[src/rtl/kpg_pkg.sv]
// Shared kill/propagate/generate carry encoding and prefix operator.
package kpg_pkg;

  localparam int DEFAULT_WIDTH = 32;

  // Per-position carry status; the encoding is {a&b, a|b} of the operand bits.
  typedef enum logic [1:0] {
    KILL = 2'b00,
    PROP = 2'b01,
    GEN  = 2'b11
  } kpg_t;

  // Prefix combine, x is the more significant span: a resolved x wins, a propagating x defers to y.
  function automatic kpg_t kpg_op(input kpg_t x, input kpg_t y);
    return (x == PROP) ? y : x;
  endfunction

endpackage

[src/rtl/kpg_group_prefix.sv]
// N-position inclusive prefix scan over a KPG vector, with a seed entering below position 0.
// pre[i] is the combined status of positions 0..i (and the seed).
module kpg_group_prefix
  import kpg_pkg::*;
#(
  parameter int N = 8
) (
  input  logic [2*N-1:0] kpg,
  input  logic [1:0]     seed,
  output logic [2*N-1:0] pre
);

  kpg_t acc;

  // Running prefix from the least significant position upward.
  always_comb begin
    acc = kpg_t'(seed);
    pre = '0;
    for (int unsigned i = 0; i < N; i++) begin
      acc = kpg_op(kpg_t'(kpg[2*i +: 2]), acc);
      pre[2*i +: 2] = acc;
    end
  end

endmodule

[src/rtl/kpg_sub_pipe.sv]
// Three-stage pipelined subtractor diff = a - b - bin built as a + ~b + ~bin
// on a two-level KPG prefix carry network, with valid/ready on both sides.
module kpg_sub_pipe
  import kpg_pkg::*;
#(
  parameter int WIDTH = DEFAULT_WIDTH,
  parameter int GROUP = 8
) (
  input  logic             clk,
  input  logic             rst,
  input  logic             in_valid,
  output logic             in_ready,
  input  logic [WIDTH-1:0] a,
  input  logic [WIDTH-1:0] b,
  input  logic             bin,
  output logic             out_valid,
  input  logic             out_ready,
  output logic [WIDTH-1:0] diff,
  output logic             bout,
  output logic             ovf,
  output logic             zero
);

  localparam int NG = WIDTH / GROUP;

  logic advance;
  assign advance  = ~out_valid | out_ready;
  assign in_ready = advance & ~rst;

  // ---------------- Stage 1 ----------------
  logic [WIDTH-1:0]   nb_in;
  logic [2*WIDTH-1:0] kpg_in;
  assign nb_in = ~b;

  // Per-bit status: {a&nb, a|nb} lands directly on the KILL/PROP/GEN encoding.
  always_comb begin
    kpg_in = '0;
    for (int unsigned i = 0; i < WIDTH; i++)
      kpg_in[2*i +: 2] = {a[i] & nb_in[i], a[i] | nb_in[i]};
  end

  logic               v1, cin1;
  logic [WIDTH-1:0]   a1, nb1;
  logic [2*WIDTH-1:0] kpg1;

  // S1 register: operands, carry-in and per-bit status.
  always_ff @(posedge clk or posedge rst) begin
    if (rst) begin
      v1   <= 1'b0;
      cin1 <= 1'b0;
      a1   <= '0;
      nb1  <= '0;
      kpg1 <= '0;
    end else if (advance) begin
      v1   <= in_valid & in_ready;
      cin1 <= ~bin;
      a1   <= a;
      nb1  <= nb_in;
      kpg1 <= kpg_in;
    end
  end

  // ---------------- Stage 2 ----------------
  logic [1:0]         seed1;
  logic [2*WIDTH-1:0] pre_c;
  assign seed1 = cin1 ? 2'(GEN) : 2'(KILL);

  // Only group 0 sees the carry-in; other groups start from the identity (PROP).
  for (genvar g = 0; g < NG; g++) begin : g_grp
    logic [1:0] grp_seed;
    assign grp_seed = (g == 0) ? seed1 : 2'(PROP);
    kpg_group_prefix #(.N(GROUP)) u_pre (
      .kpg  (kpg1[2*GROUP*g +: 2*GROUP]),
      .seed (grp_seed),
      .pre  (pre_c[2*GROUP*g +: 2*GROUP])
    );
  end

  logic               v2, cin2, amsb2, bmsb2;
  logic [WIDTH-1:0]   x2;
  logic [2*WIDTH-1:0] pre2;

  // S2 register: in-group prefixes (top entry of each group is its aggregate) and half-sum.
  always_ff @(posedge clk or posedge rst) begin
    if (rst) begin
      v2    <= 1'b0;
      cin2  <= 1'b0;
      amsb2 <= 1'b0;
      bmsb2 <= 1'b0;
      x2    <= '0;
      pre2  <= '0;
    end else if (advance) begin
      v2    <= v1;
      cin2  <= cin1;
      amsb2 <= a1[WIDTH-1];
      bmsb2 <= ~nb1[WIDTH-1];
      x2    <= a1 ^ nb1;
      pre2  <= pre_c;
    end
  end

  // ---------------- Stage 3 ----------------
  logic [2*NG-1:0] agg2, gpre;

  // Gather each group's aggregate from the top position of its in-group prefix.
  always_comb begin
    agg2 = '0;
    for (int unsigned g = 0; g < NG; g++)
      agg2[2*g +: 2] = pre2[2*(g*GROUP + GROUP - 1) +: 2];
  end

  kpg_group_prefix #(.N(NG)) u_inter (
    .kpg  (agg2),
    .seed (2'(PROP)),
    .pre  (gpre)
  );

  logic [WIDTH-1:0] carry, sum;
  logic [1:0]       bp, gc;
  logic             cout;

  // Carry into bit i is the resolved status of bit i-1: its in-group prefix, or the group carry-in when that prefix propagates.
  always_comb begin
    bp       = '0;
    gc       = '0;
    carry    = '0;
    carry[0] = cin2;
    for (int unsigned i = 1; i < WIDTH; i++) begin
      bp = pre2[2*(i-1) +: 2];
      gc = ((i-1) / GROUP == 0) ? 2'(KILL) : gpre[2*((i-1)/GROUP - 1) +: 2];
      carry[i] = (bp == 2'(GEN)) || ((bp == 2'(PROP)) && (gc == 2'(GEN)));
    end
    sum  = x2 ^ carry;
    cout = (gpre[2*NG-1 -: 2] == 2'(GEN));
  end

  // S3 register: result and flags.
  always_ff @(posedge clk or posedge rst) begin
    if (rst) begin
      out_valid <= 1'b0;
      diff      <= '0;
      bout      <= 1'b0;
      ovf       <= 1'b0;
      zero      <= 1'b0;
    end else if (advance) begin
      out_valid <= v2;
      diff      <= sum;
      bout      <= ~cout;
      ovf       <= (amsb2 != bmsb2) && (sum[WIDTH-1] != amsb2);
      zero      <= ~|sum;
    end
  end

endmodule

[config.mk]
export PLATFORM = sky130hd
export DESIGN_NAME = kpg_sub_pipe
export DESIGN_NICKNAME = d
export VERILOG_FILES = /design/src/rtl/kpg_pkg.sv /design/src/rtl/kpg_group_prefix.sv /design/src/rtl/kpg_sub_pipe.sv
export SDC_FILE = /design/constraint.sdc
export NUM_CORES = 1
export LEC_CHECK = 0
export ABC_CLOCK_PERIOD_IN_PS = 9700
export BUFFER_PORTS_ARGS = -buffer_cell sky130_fd_sc_hd__buf_2
export CAP_MARGIN = 25
export CORE_MARGIN = 2
export CORE_UTILIZATION = 59
export DETAILED_ROUTE_END_ITERATION = 16
export GPL_ROUTABILITY_DRIVEN = 0
export HOLD_SLACK_MARGIN = 0.06
export PLACE_DENSITY = 0.79
export SLEW_MARGIN = 20
export SYNTH_ARGS = -nofsm -noshare
export SYNTH_HDL_FRONTEND = slang
export SYNTH_HIERARCHICAL = 1
export SYNTH_SLANG_ARGS = --single-unit
[constraint.sdc]
create_clock -name clk -period 9.7 [get_ports clk]
set_input_delay 1.455 -clock clk [delete_from_list [all_inputs] [get_ports clk]]
set_output_delay 1.455 -clock clk [all_outputs]
set_load 0.1 [all_outputs]
==> results of run 1 <==
[cell families after synthesis]
group	after synthesis
multiplexers	13
AND/OR/NAND/NOR	457
buffers and inverters	100
AO/OA/AOI/OAI	346
flip-flops	266
other	2
XOR/XNOR	46
[how the worst max path moves through the flow]
stage / cells past startpoint / slack (ps) / start / to
after CTS: 5 / 5530 / out_ready / in_ready
after detailed placement: 5 / 5530 / out_ready / in_ready
final: 5 / 5530 / out_ready / in_ready
after global routing: 5 / 5440 / out_ready / in_ready
after global placement: 5 / 5520 / out_ready / in_ready
after floorplan: 1 / 900 / rst / a1[0]
[area by class of cell]
cell class,instances,share of cell area [%]
Timing Repair Buffer,113,4.49
Multi-Input combinational cell,876,35.1
Clock buffer,37,6.05
Sequential cell,266,49.4
Tap cell,265,2.46
Inverter,39,1.14
Clock inverter,15,1.36
[critical path, cell delays in order]
cell	delay, ps
buf_2	120
nor2b_4	90
buf_4	630
nor2_1	70
buf_2	320
[power by group through the flow]
stage                     Combinational, W  Sequential, W  Clock [W]
after floorplan                   0.000650        0.00213          0
after global placement             0.00141        0.00164          0
after detailed placement           0.00144        0.00165          0
after CTS                          0.00144        0.00163    0.00116
after global routing               0.00155        0.00168    0.00120
final                              0.00144        0.00163    0.00114
[sequential cells by signal (all words and copies together) (netlist names), 32 cells and up]
register  count
kpg1         64
pre2         64
a1           32
diff         32
nb1          32
x2           32
[per-stage QoR]
step,setup slack (ps),hold WS [ps]
floorplan,901,430
global placement,5520,445
detailed placement,5530,450
CTS,5530,464
global route,5440,481
finish,5530,461
[layer usage]
metal | vias up | track usage (%) | routed length (um)
li1 | 4361 | - | -
met1 | 4215 | 32.3 | 10700
met2 | 179 | 38.5 | 11600
met3 | 37 | 3.58 | 1130
met4 | 0 | 5.64 | 484
met5 | - | 0 | 0
[layout by cell type, fill, tap and decap left out, types with 14 or more instances in the layout]
master / count
dfrtp_1: 266
a31oi_1: 39
xnor2_1: 33
o31ai_1: 32
nand2b_1: 36
buf_2: 105
o21a_1: 28
conb_1: 14
a21oi_1: 74
a21o_1: 27
clkbuf_16: 29
nor2_1: 93
inv_1: 38
nand2_1: 300
o21ai_0: 90
==> out/metrics.csv, run 1 <==
metric,value,unit
DP HPWL,15500,um
area fraction of the dominant cell type after synthesis,56.8,%
part of the power in registers,38.8,%
DRT iter0 DRCs,557,
worst slew pin tran,917,ps
first-pass GRT wire length,41000,um
worst reg2reg path depth,8,
"Distinct cells, synth",43,
CP Launch Type,input port,
hold_sp,pre2[25],
number of global-route vias before repair,8548,
Period minus WS final,4170,ps
antenna fix cells,0,
Gate Count Post-Synth,1230,
register area,6660,um^2
pin count of the biggest net entering global routing,139,
Post-DP Area,12500,um^2
count of final hold-check violations,0,
Fillers,1507,
multi-input logic area,4740,um^2
Die X,145,um
DIE AREA,21000,um^2
DP Cell Count,1558,
pwr/cell area,312,nW/um^2
Worst Setup End Kind,output pin,
fin nets,1393,
ANT nets after route,0,
xor-xnor portion of the synthesized cell area,3.44,%
slew margin rel.,38.9,%
Core ar.,19500,um^2
Pleak,6.21,nW
Worst-path clk slew,60,ps
"Seq/Total Area, Yosys",56.8,%
Max VDD drop,0.250,mV
final core utilization,69.3,%
hold depth,2,
Net Sw Frac,40.5,%
DRC,0,
via count,8792,
synth cell count leaders,"nand2_1 (300), dfrtp_1 (266), nor2_1 (93)",
P_int,0.00250,W
status,finished clean,
design area,13500,um^2
largest area contributor in the netlist,dfrtp_1,
"flops & latches, synth",266,
adder-cell share of the synthesized area,0,%
Mapped Area,11700,um^2
RSZ-0062 raised after global routing,false,
Crit Path Max Fanout,84,
post-synthesis compound-gate area fraction,19.1,%
clk root buf,clkbuf_16,
hold worst-path end,pre2[25],
Die H,145,um
main combinational cell family by area after synthesis,compound AO/OA/AOI/OAI gates,
f_max,240,MHz
CTS Hold Bufs,0,
Max Cap Viol,0,
Synth warnings,6,
Critical Path RT,8250,ps
"Power, Total",0.00421,W
Post-CTS Setup Inserts,0,
drt total wl,23900,um
CTS tree,built,
Worst EP arrival,2710,ps
I/O pin total,106,
initial antenna violation count,0,
Post-CTS Resized,0,
setup TNS,0,ps
Port-buffer cells,105,
Max Slew Vio Count,0,
"EDFF count, synth",0,
HP Class,flip-flop to flip-flop,
launch point of the worst reg-to-reg path,pre2[14],
P&R area growth vs syn,15.1,%
drt pass-1 iters,5,
most frequent cell after synthesis,nand2_1,
CP Class,input port to output pin,
period utilization,42.9,%
clock share of power,27.0,%
Num CTS Buffers,28,
H-Tree Depth,1,
Mapped Avg Cell Area,9.53,um^2
clk_lat worst skew,540,ps
"Primary FF master, synth",dfrtp_1,
Setup Viol. Count Final,0,
synth top area cells,"dfrtp_1 (57%), nand2_1 (9.6%), o21ai_0 (3.8%)",
Initial Util,60.2,%
Total GRT Usage,23.1,%
GR Overflow Total,0,
Site Rows,51,
Net Switching,0.00171,W
FF-to-FF End,zero,
Clock Skew,10.2,ps
asr flop ratio synth,100,%
reg2reg setup slack,6280,ps
CTS Sinks,266,
Avg Vias per Cell,5.46,
Comb pwr share,34.1,%
mux share of post-synthesis cell area,1.24,%
Clock Tree Buf Depth,3,
DR WL/cell,14.9,um
fraction of layout cells with a size suffix above 1,14.0,%
Layout Cells excl Fill,1611,
simple-gate share of the synthesized area,16.1,%
Note: power is estimated with default switching activity, not from simulation.
==> run 2: changes to the inputs <==
--- a/config.mk
+++ b/config.mk
@@ -5,15 +5,15 @@
 export SDC_FILE = /design/constraint.sdc
 export NUM_CORES = 1
 export LEC_CHECK = 0
-export ABC_CLOCK_PERIOD_IN_PS = 9700
+export ABC_CLOCK_PERIOD_IN_PS = 3600
 export BUFFER_PORTS_ARGS = -buffer_cell sky130_fd_sc_hd__buf_2
 export CAP_MARGIN = 25
 export CORE_MARGIN = 2
-export CORE_UTILIZATION = 59
+export CORE_UTILIZATION = 54
 export DETAILED_ROUTE_END_ITERATION = 16
 export GPL_ROUTABILITY_DRIVEN = 0
 export HOLD_SLACK_MARGIN = 0.06
-export PLACE_DENSITY = 0.79
+export PLACE_DENSITY = 0.76
 export SLEW_MARGIN = 20
 export SYNTH_ARGS = -nofsm -noshare
 export SYNTH_HDL_FRONTEND = slang
==> constraint.sdc (replaced) <==
create_clock -name clk -period 3.6 [get_ports clk]
set_input_delay 0.54 -clock clk [delete_from_list [all_inputs] [get_ports clk]]
set_output_delay 0.54 -clock clk [all_outputs]
set_load 0.1 [all_outputs]
==> run 2 against run 1 <==
Combinational power increased to 2.7 times the previous value. Sequential power rose to 2.7 times the previous value. Critical path depth is 3 higher.
==> out/metrics.csv, run 2 (synthesis gave the netlist of run 1 again) <==
metric,value,unit,change
status,finished clean,,unchanged
Comb pwr share,34.0,%,was 34.1%
Critical Path RT,4070,ps,was 8250 ps
Post-CTS Resized,0,,unchanged
clk_lat worst skew,530,ps,was 540 ps
via count,8883,,"was 8,792"
"most common cell after layout, fill and taps aside",nand2_1,,unchanged
CTS Sinks,266,,unchanged
pin count of the biggest net entering global routing,166,,was 139
clock share of power,27.0,%,about the same
DRC,0,,unchanged
Die H,151,um,was 145 um
Clock Tree Buf Depth,3,,unchanged
Worst EP arrival,3300,ps,was 2710 ps
DP HPWL,16400,um,"was 15,500 um"
f_max,353,MHz,
antenna fix cells,0,,unchanged
pre-CTS setup slack,830,ps,was 5530 ps
P&R area growth vs syn,15.8,%,was 15.1%
Worst Setup End Kind,flip-flop,,was output pin
GR Overflow Total,0,,unchanged
P_int,0.00680,W,was 0.00250 W
Net Sw Frac,40.4,%,was 40.5%
Max Cap Viol,0,,unchanged
CTS tree,built,,unchanged
H-Tree Depth,1,,unchanged
CP Launch Type,flip-flop,,was input port
part of the power in registers,39.0,%,was 38.8%
Max Slew Vio Count,0,,unchanged
Pleak,6.24,nW,was 6.21 nW
Fillers,1748,,"was 1,507"
HP Class,input port to asynchronous set/reset pin,,was flip-flop to flip-flop
worst reg2reg path depth,8,,unchanged
Die X,151,um,was 145 um
CTS Hold Bufs,0,,unchanged
period utilization,78.7,%,
initial antenna violation count,0,,unchanged
pwr/cell area,840,nW/um^2,was 312 nW/um^2
fin nets,1398,,"was 1,393"
drt total wl,24500,um,"was 23,900 um"
Num CTS Buffers,28,,unchanged
Port-buffer cells,105,,unchanged
Top Registers,"kpg1: 64 flops, pre2: 64 flops",,unchanged
I/O pin total,106,,unchanged
clk root buf,clkbuf_16,,unchanged
Avg Vias per Cell,5.47,,was 5.46
Net Switching,0.00460,W,was 0.00171 W
Total GRT Usage,22.1,%,was 23.1%
DR WL/cell,15.1,um,was 14.9 um
setup TNS,0,ps,unchanged
Worst-path clk slew,60,ps,about the same
count of final hold-check violations,0,,unchanged
post-route setup slack,768,ps,was 5530 ps
Post-CTS Setup Inserts,0,,unchanged
fraction of layout cells with a size suffix above 1,13.9,%,was 14.0%
Initial Util,55.4,%,was 60.2%
CP Class,flip-flop to flip-flop,,was input port to output pin
first-pass GRT wire length,41100,um,"was 41,000 um"
Max VDD drop,0.602,mV,was 0.250 mV
worst slew pin tran,833,ps,was 917 ps
Core ar.,21200,um^2,"was 19,500 um^2"
number of global-route vias before repair,8461,,"was 8,548"
most frequent cells in the layout,"nand2_1 (300), dfrtp_1 (266), buf_2 (105)",,unchanged
Site Rows,53,,was 51
slew margin rel.,44.4,%,was 38.9%
ANT nets after route,0,,unchanged
Clock Skew,7.42,ps,was 10.2 ps
Setup Viol. Count Final,0,,unchanged
Crit Path Max Fanout,10,,was 84
DRT iter0 DRCs,461,,was 557
DIE AREA,22900,um^2,"was 21,000 um^2"
drt pass-1 iters,5,,unchanged
Period minus WS final,2830,ps,
RSZ-0062 raised after global routing,false,,unchanged
==> run 2: worst paths after layout <==
path	start	to	slack, ps
worst max-delay path	pre2[14]	zero	770
worst min-delay path	rst	nb1[0]	110
worst max register to register	pre2[14]	zero	770
worst min register to register	pre2[25]	pre2[25]	460
max in group asynchronous	rst	a1[22]	2540
min in group clk	bin	cin1	170
==> run 2: power by group through the flow <==
stage | Sequential, W | Combinational, W | Clock (W)
2_1_floorplan | 0.00573 | 0.00175 | 0
3_3_place_gp | 0.00445 | 0.00381 | 0
3_5_place_dp | 0.00448 | 0.00388 | 0
4_1_cts | 0.00444 | 0.00390 | 0.00312
5_1_grt | 0.00455 | 0.00422 | 0.00323
6_report | 0.00444 | 0.00388 | 0.00307
==> run 2: critical path, stage by stage (launching register included) <==
cell      delay (ps)
dfrtp_1          390
o21a_1           260
o21a_1           370
o21a_1           280
and2_4           210
o221ai_1         150
or4_1            550
nor4_1           350
a41o_1           200
==> run 2: layer usage <==
| metal | GRT usage (%) | vias to the layer above | part of all wire (%) |
|---|---|---|---|
| met1 | 31.1 | 4320 | 46 |
| met3 | 3.22 | 36 | 4.6 |
| met2 | 36.7 | 167 | 48 |
| met5 | 0 | - | 0 |
| met4 | 5.14 | 0 | 2.1 |
| li1 | - | 4360 | - |
==> run 2: final cells by class <==
| class | instances | area (um^2) | share of cell area [%] |
|---|---|---|---|
| sequential | 266 | 6660 | 49.1 |
| multi-input combinational | 876 | 4740 | 34.9 |
| clock buffer | 43 | 858 | 6.33 |
| timing repair buffer | 118 | 686 | 5.05 |
| tap | 275 | 344 | 2.54 |
| inverter | 39 | 150 | 1.11 |
| clock inverter | 7 | 135 | 0.996 |
==> run 2: metrics by stage <==
stage	cell area, um^2	std cells	hold slack (ps)	util [%]	power (W)
finish	13600	1624	109	64.1	0.0114
detailed placement	12600	1574	451	59.4	0.00836
floorplan	11800	1242	430	-	0.00748
global placement	12600	1574	441	59.4	0.00826
global route	13600	1624	144	64.1	0.0120
CTS	13600	1624	115	64.1	0.0115
==> run 3: changes to the inputs <==
--- a/config.mk
+++ b/config.mk
@@ -5,7 +5,7 @@
 export SDC_FILE = /design/constraint.sdc
 export NUM_CORES = 1
 export LEC_CHECK = 0
-export ABC_CLOCK_PERIOD_IN_PS = 3600
+export ABC_CLOCK_PERIOD_IN_PS = 2400
 export BUFFER_PORTS_ARGS = -buffer_cell sky130_fd_sc_hd__buf_2
 export CAP_MARGIN = 25
 export CORE_MARGIN = 2
==> constraint.sdc (replaced) <==
create_clock -name clk -period 2.4 [get_ports clk]
set_input_delay 0.36 -clock clk [delete_from_list [all_inputs] [get_ports clk]]
set_output_delay 0.36 -clock clk [all_outputs]
set_load 0.1 [all_outputs]
==> run 3 against run 2 <==
The flow now finishes with violations (negative setup slack). Register-to-register slack worse by 770 ps. Sequential cell count unchanged. Largest cell class unchanged. Sequential power rose by 51%. Total power up 50%. Wire length rose by 4.0%. First-iteration DRC count grew 5.9%. Worst setup slack worse by 770 ps. Core utilization up 2.2 points. Clock power rose by 36%. Cell count increased by 3.1%.
==> out/metrics.csv, run 3 (synthesis gave the netlist of run 1 again) <==
metric,value,unit,change
status,"finished, violations left",,was finished clean
failing checks,negative setup slack,,
Worst Setup End Kind,flip-flop,,unchanged
RSZ-0062 raised after global routing,true,,was false
Max Slew Vio Count,0,,unchanged
most frequent cells in the layout,"nand2_1 (300), dfrtp_1 (266), buf_2 (105)",,unchanged
slew margin rel.,60.1,%,was 44.4%
drt pass-1 iters,5,,unchanged
design area,14000,um^2,"was 13,600 um^2"
via count,9019,,"was 8,883"
first-pass GRT wire length,42700,um,"was 41,100 um"
Initial Util,55.4,%,unchanged
cell-by-cell trace of the critical path,"a21o_2, a21o_1, a21o_4, a21oi_2, o221ai_2, or4_4, nor4_4, a41o_1",,"was o21a_1, o21a_1, o21a_1, and2_4, o221ai_1, or4_1, nor4_1, a41o_1"
Crit-path slowest cell,or4_4,,was or4_1
antenna fix cells,0,,unchanged
drt total wl,25500,um,"was 24,500 um"
Core ar.,21200,um^2,unchanged
DRT iter0 DRCs,488,,was 461
Port-buffer cells,105,,unchanged
DP HPWL,17200,um,"was 16,400 um"
Global Route met3 Usage,3.07,%,was 3.22%
Critical Path RT,2870,ps,was 4070 ps
number of global-route vias before repair,8791,,"was 8,461"
clk_lat worst skew,530,ps,about the same
Setup Viol. Count Final,1,,was 0
Num CTS Buffers,28,,unchanged
part of the power in registers,39.3,%,was 39.0%
worst hold slack,72.3,ps,was 109 ps
Max Cap Viol,0,,unchanged
DR WL/cell,15.2,um,was 15.1 um
Crit Path Max Fanout,6,,was 10
pre-CTS setup slack,-79.9,ps,was 830 ps
I/O pin total,106,,unchanged
H-Tree Depth,1,,unchanged
"most common cell after layout, fill and taps aside",nand2_1,,unchanged
Die X,151,um,unchanged
DRC,0,,unchanged
count of final hold-check violations,0,,unchanged
CP max stage delay,570,ps,was 550 ps
CP Launch Type,flip-flop,,unchanged
P&R area growth vs syn,19.8,%,was 15.8%
Net Switching,0.00701,W,was 0.00460 W
post-route setup slack,-5.44,ps,was 768 ps
Total GRT Usage,22.9,%,was 22.1%
CTS Sinks,266,,unchanged
Worst EP arrival,2880,ps,was 3300 ps
Comb pwr share,36.1,%,was 34.0%
HP Class,input port to asynchronous set/reset pin,,unchanged
setup TNS,-5.44,ps,was 0 ps
Top Registers,"kpg1: 64 flops, pre2: 64 flops",,unchanged
P_int,0.0100,W,was 0.00680 W
f_max,416,MHz,was 353 MHz
clock share of power,24.6,%,was 27.0%
Worst-path clk slew,60,ps,about the same
period utilization,100,%,was 78.7%
Pleak,6.45,nW,was 6.24 nW
pwr/cell area,1210,nW/um^2,was 840 nW/um^2
Max VDD drop,0.906,mV,was 0.602 mV
ANT nets after route,0,,unchanged
Most Crowded Layer GR,met2,,unchanged
fin nets,1449,,"was 1,398"
pin count of the biggest net entering global routing,98,,was 166
GR Overflow Total,0,,unchanged
clk root buf,clkbuf_16,,unchanged
initial antenna violation count,0,,unchanged
worst slew pin tran,599,ps,was 833 ps
Die H,151,um,unchanged
Avg Vias per Cell,5.38,,was 5.47
Clock Tree Buf Depth,3,,unchanged
Clock Skew,12.3,ps,was 7.42 ps
Period minus WS final,2410,ps,was 2830 ps
grt met2 use,38.6,%,was 36.7%
fraction of layout cells with a size suffix above 1,15.3,%,was 13.9%
met1 usage,32.2,%,was 31.1%
Site Rows,53,,unchanged
CP Class,flip-flop to flip-flop,,unchanged
DIE AREA,22900,um^2,unchanged
CTS tree,built,,unchanged
Fillers,1635,,"was 1,748"
Net Sw Frac,41.1,%,was 40.4%
Post-DP Area,12800,um^2,"was 12,600 um^2"
[run 3: cell types whose count changed in the layout (fill, tap and decap cells not counted), sizes merged]
cell         previous run  this run
inv                    38        39
buf                   118       136
clkinv                  3         5
bufinv                  4         1
dlygate4sd3             0        33
[run 3: repair_timing]
item / in CTS / in global routing
setup endpoints to repair: 1 / 1
setup buffers: 0 / 0
hold endpoints to repair: 94 / 0
pin swaps: 3 / 4
gates resized for setup: 1 / 10
hold buffers: 33 / 0
[run 3: through the flow]
stage	power, W	util, %	instances
3_5_place_dp	0.0128	60.3	1592
6_report	0.0170	66.4	1675
5_1_grt	0.0180	66.4	1675
2_1_floorplan	0.0112	-	1242
4_1_cts	0.0171	66.1	1675
3_3_place_gp	0.0126	60.3	1592
[run 3: path summary, 6_finish.rpt]
kind	from	slack (ps)	endpoint	cells after the start
setup / recovery	pre2[15]	-5	zero	8
hold reg to reg	pre2[22]	460	pre2[22]	2
min in group clk	a[5]	110	kpg1[10]	3
setup reg to reg	pre2[15]	-5	zero	8
hold / removal	rst	70	a1[2]	3
max in group asynchronous	rst	1860	a1[21]	3
[run 3: power groups by stage]
stage,registers (W),clock network (W),logic [W]
3_5_place_dp,0.00674,0,0.00602
2_1_floorplan,0.00860,0,0.00263
6_report,0.00670,0.00419,0.00616
3_3_place_gp,0.00670,0,0.00590
4_1_cts,0.00668,0.00427,0.00611
5_1_grt,0.00686,0.00444,0.00666
[run 3: cell type report]
type | instances | area [um^2] | share of cell area [%]
Timing Repair Buffer | 169 | 1190 | 8.47
Multi-Input combinational cell | 876 | 4800 | 34.2
Clock buffer | 43 | 828 | 5.90
Sequential cell | 266 | 6660 | 47.4
Tap cell | 275 | 344 | 2.45
Inverter | 39 | 150 | 1.07
Clock inverter | 7 | 66.3 | 0.472
[run 3: worst max-delay path, delay by kind of cell (launching register included)]
kind | cells | cell delay (ps)
AO/OA/AOI/OAI | 6 | 1090
AND/OR/NAND/NOR | 2 | 880
flip-flops | 1 | 380
[run 3: metal layers]
layer	routed length [um]	up-vias
li1	-	4477
met1	11700	4353
met2	12300	155
met3	1030	34
met4	434	0
met5	0	-
